**src/rtl/sub_int8_serial_if.sv**
```systemverilog
// Operand/result handshake bundle for the bit-serial subtractor.
// The slave side is the subtractor and the master side is whatever feeds and drains it.
`timescale 1ns/1ps

interface sub_int8_serial_if #(
    parameter int WIDTH = 8
) ();
    logic             in_valid;
    logic             in_ready;
    logic [WIDTH-1:0] A;
    logic [WIDTH-1:0] B;
    logic             out_valid;
    logic             out_ready;
    logic [WIDTH-1:0] Diff;
    logic             Borrow_out;
    logic             Ovf;

    modport slave (
        input  in_valid, A, B, out_ready,
        output in_ready, out_valid, Diff, Borrow_out, Ovf
    );

    modport master (
        output in_valid, A, B, out_ready,
        input  in_ready, out_valid, Diff, Borrow_out, Ovf
    );
endinterface

```
**src/rtl/sub_int8_serial.sv**
```systemverilog
// Bit-serial subtractor: computes A - B LSB first through one full-subtractor
// cell and a borrow flop, with one operation in flight behind valid/ready.
`timescale 1ns/1ps

module sub_int8_serial #(
    parameter int WIDTH     = 8,
    parameter int IMPL_TYPE = 0
) (
    input  logic              clk,
    input  logic              rst_n,
    sub_int8_serial_if.slave  bus
);

    localparam int CNT_W = (WIDTH > 1) ? $clog2(WIDTH) : 1;
    localparam logic [CNT_W-1:0] CNT_LAST = CNT_W'(WIDTH - 1);

    typedef enum logic [1:0] {
        S_IDLE = 2'd0,
        S_RUN  = 2'd1,
        S_DONE = 2'd2
    } state_e;

    state_e           state_q,  state_d;
    logic [WIDTH-1:0] a_q,      a_d;
    logic [WIDTH-1:0] b_q,      b_d;
    logic [WIDTH-1:0] diff_q,   diff_d;
    logic [CNT_W-1:0] cnt_q,    cnt_d;
    logic             bw_q,     bw_d;
    logic             borrow_q, borrow_d;
    logic             ovf_q,    ovf_d;

    logic cell_a;
    logic cell_b;
    logic cell_bi;
    logic cell_d;
    logic cell_bo;
    logic cnt_last;

    assign cell_a   = a_q[0];
    assign cell_b   = b_q[0];
    assign cell_bi  = bw_q;
    assign cnt_last = (cnt_q == CNT_LAST);

    generate
        if (IMPL_TYPE == 0) begin : g_xor_cell
            assign cell_d  = cell_a ^ cell_b ^ cell_bi;
            assign cell_bo = (~cell_a & cell_b) | (~(cell_a ^ cell_b) & cell_bi);
        end else begin : g_nand_cell
            // Nine-NAND full subtractor; n3 = ~(~a & b) and n7 = ~(~(a^b) & bi).
            logic n1, n2, n3, x_ab, n5, n6, n7;
            assign n1      = ~(cell_a & cell_b);
            assign n2      = ~(cell_a & n1);
            assign n3      = ~(cell_b & n1);
            assign x_ab    = ~(n2 & n3);
            assign n5      = ~(x_ab & cell_bi);
            assign n6      = ~(x_ab & n5);
            assign n7      = ~(cell_bi & n5);
            assign cell_d  = ~(n6 & n7);
            assign cell_bo = ~(n3 & n7);
        end
    endgenerate

    // NOTE: every signal gets a default before the case so no path leaves one unassigned and no latch is inferred.
    always_comb begin
        state_d  = state_q;
        a_d      = a_q;
        b_d      = b_q;
        diff_d   = diff_q;
        cnt_d    = cnt_q;
        bw_d     = bw_q;
        borrow_d = borrow_q;
        ovf_d    = ovf_q;

        case (state_q)
            S_IDLE: begin
                if (bus.in_valid) begin
                    a_d     = bus.A;
                    b_d     = bus.B;
                    bw_d    = 1'b0;
                    cnt_d   = '0;
                    state_d = S_RUN;
                end
            end

            S_RUN: begin
                a_d    = a_q >> 1;
                b_d    = b_q >> 1;
                diff_d = {cell_d, diff_q[WIDTH-1:1]};
                bw_d   = cell_bo;
                if (cnt_last) begin
                    // On the last bit the cell inputs are the operand MSBs and cell_d is Diff's MSB.
                    cnt_d    = '0;
                    borrow_d = cell_bo;
                    ovf_d    = (cell_a ^ cell_b) & (cell_a ^ cell_d);
                    state_d  = S_DONE;
                end else begin
                    cnt_d = cnt_q + CNT_W'(1);
                end
            end

            S_DONE: begin
                if (bus.out_ready) begin
                    state_d = S_IDLE;
                end
            end

            default: begin
                state_d = S_IDLE;
            end
        endcase
    end

    // NOTE: state updates use non-blocking assignments so every flop samples pre-edge values.
    always_ff @(posedge clk or negedge rst_n) begin
        if (!rst_n) begin
            state_q  <= S_IDLE;
            a_q      <= '0;
            b_q      <= '0;
            diff_q   <= '0;
            cnt_q    <= '0;
            bw_q     <= 1'b0;
            borrow_q <= 1'b0;
            ovf_q    <= 1'b0;
        end else begin
            state_q  <= state_d;
            a_q      <= a_d;
            b_q      <= b_d;
            diff_q   <= diff_d;
            cnt_q    <= cnt_d;
            bw_q     <= bw_d;
            borrow_q <= borrow_d;
            ovf_q    <= ovf_d;
        end
    end

    assign bus.in_ready   = (state_q == S_IDLE);
    assign bus.out_valid  = (state_q == S_DONE);
    assign bus.Diff       = diff_q;
    assign bus.Borrow_out = borrow_q;
    assign bus.Ovf        = ovf_q;

    cnt_in_range: assert property (@(posedge clk) disable iff (!rst_n) cnt_q <= CNT_LAST);

endmodule

```
**src/flat_wrapper.sv**
```systemverilog
// flat-port wrapper written by rule: the top's interface ports become plain ports
module sub_int8_serial_flat 
#(
    parameter int WIDTH     = 8,
    parameter int IMPL_TYPE = 0
)
  (clk, rst_n, bus_in_valid, bus_A, bus_B, bus_out_ready, bus_in_ready, bus_out_valid, bus_Diff, bus_Borrow_out, bus_Ovf);
  sub_int8_serial_if #(.WIDTH(WIDTH)) bus_i ();
  input  logic clk;
  input  logic rst_n;
  input wire logic [$bits(bus_i.in_valid)-1:0] bus_in_valid;
  input wire logic [$bits(bus_i.A)-1:0] bus_A;
  input wire logic [$bits(bus_i.B)-1:0] bus_B;
  input wire logic [$bits(bus_i.out_ready)-1:0] bus_out_ready;
  output wire logic [$bits(bus_i.in_ready)-1:0] bus_in_ready;
  output wire logic [$bits(bus_i.out_valid)-1:0] bus_out_valid;
  output wire logic [$bits(bus_i.Diff)-1:0] bus_Diff;
  output wire logic [$bits(bus_i.Borrow_out)-1:0] bus_Borrow_out;
  output wire logic [$bits(bus_i.Ovf)-1:0] bus_Ovf;
  assign bus_i.in_valid = bus_in_valid;
  assign bus_i.A = bus_A;
  assign bus_i.B = bus_B;
  assign bus_i.out_ready = bus_out_ready;
  assign bus_in_ready = bus_i.in_ready;
  assign bus_out_valid = bus_i.out_valid;
  assign bus_Diff = bus_i.Diff;
  assign bus_Borrow_out = bus_i.Borrow_out;
  assign bus_Ovf = bus_i.Ovf;
  sub_int8_serial #(.WIDTH(WIDTH), .IMPL_TYPE(IMPL_TYPE)) u_core (.clk(clk), .rst_n(rst_n), .bus(bus_i));
endmodule
```
**config.mk**
```make
export PLATFORM = sky130hd
export DESIGN_NAME = sub_int8_serial_flat
export DESIGN_NICKNAME = d
export VERILOG_FILES = /design/src/rtl/sub_int8_serial_if.sv /design/src/rtl/sub_int8_serial.sv /design/src/flat_wrapper.sv
export SDC_FILE = /design/constraint.sdc
export NUM_CORES = 1
export LEC_CHECK = 0
export ABC_CLOCK_PERIOD_IN_PS = 1900
export CORE_MARGIN = 2
export CORE_UTILIZATION = 50
export CTS_BUF_LIST = sky130_fd_sc_hd__clkbuf_2 sky130_fd_sc_hd__clkbuf_4 sky130_fd_sc_hd__clkbuf_8
export DETAILED_ROUTE_END_ITERATION = 10
export GPL_TIMING_DRIVEN = 0
export MAX_ROUTING_LAYER = met4
export PLACE_DENSITY = 0.81
export SLEW_MARGIN = 20
export SYNTH_ARGS = -nofsm -noshare
export SYNTH_HDL_FRONTEND = slang
export SYNTH_SLANG_ARGS = --single-unit
```
**constraint.sdc**
```tcl
create_clock -name clk -period 1.9 [get_ports clk]
set_input_delay 0.285 -clock clk [delete_from_list [all_inputs] [get_ports clk]]
set_output_delay 0.285 -clock clk [all_outputs]
set_load 0.03 [all_outputs]
```
==> metrics.txt <==
# TYPE chip_impl_metric gauge
chip_impl_metric{name="detailed_routing_iterations_pass_1",unit=""} 4
chip_impl_metric{name="gr-total-overflow",unit=""} 0
chip_impl_metric{name="final_hold_fails",unit=""} 0
chip_impl_metric{name="asyncSetResetFlopFracSynth",unit=""} 1.00
chip_impl_metric{name="dieArea",unit="sq um"} 3520
chip_impl_metric{name="arr_time_crit_path",unit="ns"} 1.52
chip_impl_metric{name="max_cap_viol_count",unit=""} 0
chip_impl_metric{name="starting_density_of_the_core",unit=""} 0.515
chip_impl_metric{name="post_synth_instance_area",unit="sq um"} 1530
chip_impl_metric{name="finalWorstPathRequiredPeriod",unit="ns"} 1.81
chip_impl_metric{name="routability_cong",unit=""} 0.750
chip_impl_metric{name="vdd.ir_drop.worst",unit="mV"} 0.579
chip_impl_metric{name="portBuffers",unit=""} 31
chip_impl_metric{name="drc_errors",unit=""} 0
chip_impl_metric{name="synthesis.instances",unit=""} 131
chip_impl_metric{name="leakage",unit="uW"} 0.000866
chip_impl_metric{name="timing.hold.ws",unit="ns"} 0.00230
chip_impl_metric{name="placement.cell_area",unit="sq um"} 1880
chip_impl_metric{name="critical_path_buf_inv_count",unit=""} 2
chip_impl_metric{name="clk_transition_reported_paths",unit="ns"} 0.10
chip_impl_metric{name="post-route-period-util",unit=""} 0.950
chip_impl_info{name="worst_setup_path_start_kind",value="register"} 1
chip_impl_metric{name="fp.coreArea",unit="sq um"} 2980
chip_impl_metric{name="grt_first_pass_wirelength",unit="microns"} 5450
chip_impl_metric{name="layout.cell_area.non_filler",unit="sq um"} 1960
chip_impl_metric{name="floorplan.rows",unit=""} 20
chip_impl_metric{name="critical_path_required",unit="ns"} 1.62
chip_impl_metric{name="synth_sequential_area_ratio",unit=""} 0.522
chip_impl_metric{name="final_standard_cell_count_with_taps_included_and_fillers_excluded",unit=""} 203
chip_impl_metric{name="timing.max_slew.rel_slack",unit=""} 0.527
chip_impl_metric{name="fmax",unit="GHz"} 0.554
chip_impl_metric{name="detailedPlacementHpwl",unit="microns"} 2160
chip_impl_info{name="outcome",value="finished clean"} 1
chip_impl_info{name="clockRootBuffer",value="sky130_fd_sc_hd__clkbuf_4"} 1
chip_impl_metric{name="post_cts.repair.setup_buffers",unit=""} 0
chip_impl_metric{name="routed_wl",unit="microns"} 3120
chip_impl_metric{name="tightestPinTransition",unit="ns"} 0.709
chip_impl_info{name="crit_path_end_kind",value="output pin"} 1
chip_impl_info{name="worst_hold_path_type",value="primary input to asynchronous set/reset pin"} 1
chip_impl_metric{name="compound_gate_portion_of_the_synthesized_area",unit=""} 0.127
chip_impl_info{name="ys.flop_type",value="sky130_fd_sc_hd__dfrtp_1"} 1
chip_impl_metric{name="drtAntennaViolNets",unit=""} 0
chip_impl_metric{name="detail_route.wl_per_cell",unit="microns"} 15.4
chip_impl_metric{name="final-setup-viol-count",unit=""} 0
chip_impl_info{name="cp_top_family",value="buffers and inverters"} 1
chip_impl_metric{name="yosysWarningCount",unit=""} 0
chip_impl_metric{name="syn_nets",unit=""} 155
chip_impl_metric{name="worstPathMaxFanout",unit=""} 10
chip_impl_metric{name="syn2layout_area_growth",unit="%"} 28.1
chip_impl_metric{name="timing.final.ws_setup",unit="ns"} 0.0947
chip_impl_metric{name="first_global_vias",unit=""} 1216
chip_impl_info{name="main_combinational_cell_family_by_area_after_synthesis",value="simple AND/OR/NAND/NOR gates"} 1
chip_impl_metric{name="place.detailed.instances",unit=""} 195
chip_impl_info{name="worst_path_max_delay_cell",value="sky130_fd_sc_hd__dfrtp_1"} 1
chip_impl_metric{name="cts_buffers",unit=""} 5
chip_impl_metric{name="synth_cell_type_count",unit=""} 24
chip_impl_metric{name="finalClockSkew",unit="ns"} 0.0128
chip_impl_metric{name="antenna-diode-count",unit=""} 0
chip_impl_metric{name="post_synthesis_sequential_element_count",unit=""} 32
chip_impl_metric{name="power-per-cell-area",unit="nW/um^2"} 1700
chip_impl_metric{name="synth_simple_gate_area_share",unit=""} 0.163
chip_impl_metric{name="die_height",unit="microns"} 59.4
chip_impl_metric{name="grt_start_max_net_pins",unit=""} 33
chip_impl_info{name="setup_repair_after_global_routing_missed_its_margin",value="false"} 1
chip_impl_metric{name="mean_post_synth_cell_area",unit="sq um"} 11.7
chip_impl_metric{name="insertion_delay",unit="ns"} 0.33
chip_impl_metric{name="route.vias.total",unit=""} 1161
chip_impl_metric{name="vias_per_cell",unit=""} 5.72
chip_impl_metric{name="slew_violations",unit=""} 0
chip_impl_metric{name="edff_count_synth",unit=""} 0
chip_impl_info{name="worstSetupPathType",value="register to output pin"} 1
chip_impl_metric{name="drive_gt1_frac",unit=""} 0.159
chip_impl_info{name="cts_tree",value="built"} 1
chip_impl_metric{name="initial_antenna_violation_count",unit=""} 0
chip_impl_metric{name="numClockSinks",unit=""} 32
chip_impl_metric{name="post_synth_fa_ha_maj_area_fraction",unit=""} 0.0376
chip_impl_metric{name="cts-root-to-sink-buffers",unit=""} 2
chip_impl_metric{name="muxShareOfSynthArea",unit=""} 0.0653
chip_impl_metric{name="global_route.usage.total",unit=""} 0.212
chip_impl_metric{name="top_level_ports",unit=""} 32
chip_impl_metric{name="detailedRoute.firstIterationViolations",unit=""} 41
chip_impl_metric{name="place_worst_setup_slack",unit="ns"} -0.123
chip_impl_metric{name="final_core_utilization",unit=""} 0.659
chip_impl_metric{name="die_w",unit="microns"} 59.4
chip_impl_info{name="cells_along_the_critical_path",value="buf_2, nor2_2, clkdlybuf4s15_2"} 1
chip_impl_metric{name="post_synth_xor_area_fraction",unit=""} 0.00571
chip_impl_metric{name="clock_tree.htree_level_count",unit=""} 2
chip_impl_metric{name="finish.net_count",unit=""} 193
chip_impl_metric{name="worst_path_largest_cell_delay",unit="ns"} 0.39
==> timing repair <==
item,in CTS,in global routing
setup endpoints to repair,2,1
gates resized for setup,5,1
hold buffers,0,0
pin swaps,0,0
==> stage by stage <==
stage | setup TNS [ns] | power (uW)
after floorplan | 0 | 2320
after global placement | -0.748 | 2780
after detailed placement | -0.123 | 2840
after CTS | 0 | 3370
after global routing | 0 | 3590
final | 0 | 3350
==> kinds of logic (layout without fill, tap and decap cells) <==
kind of cell	Yosys count	in the layout
xor gates and xnor gates	1	1
buffers and inverters	27	66
adders and majority gates	4	4
muxes	9	9
and+or+nand+nor	34	34
AOI/OAI and AO/OA	24	24
DFF	32	32
==> worst paths after layout <==
kind                              startpoint                 end  slack (ns)  cells after the start
max in group asynchronous              rst_n  u_core.bus.Diff[3]        1.44                      1
hold / removal                         rst_n       u_core.b_q[4]       0.002                      1
min in group clk               u_core.b_q[7]       u_core.b_q[7]        0.51                      1
setup reg to reg               u_core.a_q[0]      u_core.bus.Ovf        0.42                      4
setup / recovery           u_core.state_q[0]        bus_in_ready        0.09                      3
hold reg to reg                u_core.b_q[7]       u_core.b_q[7]        0.51                      1
==> cells in the mapped netlist, drive strengths merged (2+ instances only) <==
cell,n,area [sq um]
a211oi,11,82.6
a222oi,3,30.0
a22o,4,35.0
a32o,3,30.0
buf,8,48.8
clkbuf,3,11.3
dfrtp,32,801
ha,3,37.5
inv,16,60.1
mux2,8,90.1
nand2b,4,25.0
nor2,2,7.51
nor2b,5,31.3
nor3b,11,82.6
nor4b,11,96.3
==> flip-flops by register name (all words and copies together) (netlist names) <==
signal	cells
u_core.b_q	8
u_core.bus.Borrow_out	1
u_core.bus.Diff	8
u_core.state_q	2
u_core.bw_q	1
u_core.bus.Ovf	1
u_core.cnt_q	3
u_core.a_q	8
==> metal layers <==
| metal | share of wire | vias to the layer above | track usage |
|---|---|---|---|
| li1 | - | 547 | - |
| met3 | 0.055 | 9 | 0.0415 |
| met4 | 0.017 | 0 | 0.0812 |
| met5 | 0 | - | - |
| met1 | 0.45 | 565 | 0.256 |
| met2 | 0.48 | 40 | 0.350 |
==> cell type report <==
cell class,count,area (sq um)
flip-flops and latches,32,801
multi-input cells,72,614
clock inverters,2,35.0
inverters,16,60.1
well taps,33,41.3
repair buffers,31,307
fillers,244,1010
plain buffers,11,60.1
clock buffers,6,45.0
==> layout by cell type, fill, tap and decap left out, types with 3 or more instances in the layout <==
| cell type | n |
|---|---|
| sky130_fd_sc_hd__buf_2 | 7 |
| sky130_fd_sc_hd__clkbuf_4 | 6 |
| sky130_fd_sc_hd__clkdlybuf4s50_1 | 28 |
| sky130_fd_sc_hd__nor4b_1 | 11 |
| sky130_fd_sc_hd__a222oi_1 | 3 |
| sky130_fd_sc_hd__a211oi_1 | 11 |
| sky130_fd_sc_hd__clkbuf_1 | 3 |
| sky130_fd_sc_hd__inv_1 | 16 |
| sky130_fd_sc_hd__a22o_1 | 4 |
| sky130_fd_sc_hd__mux2_2 | 8 |
| sky130_fd_sc_hd__ha_1 | 3 |
| sky130_fd_sc_hd__nand2b_1 | 4 |
| sky130_fd_sc_hd__nor2b_1 | 5 |
| sky130_fd_sc_hd__dfrtp_1 | 32 |
| sky130_fd_sc_hd__a32o_1 | 3 |
| sky130_fd_sc_hd__nor3b_1 | 11 |
==> power breakdown <==
group / internal, uW / switching [uW]
registers: 1010 / 180
logic: 784 / 856
clock network: 290 / 227
total: 2080 / 1260
No activity file was read; power rests on OpenSTA's default activity.
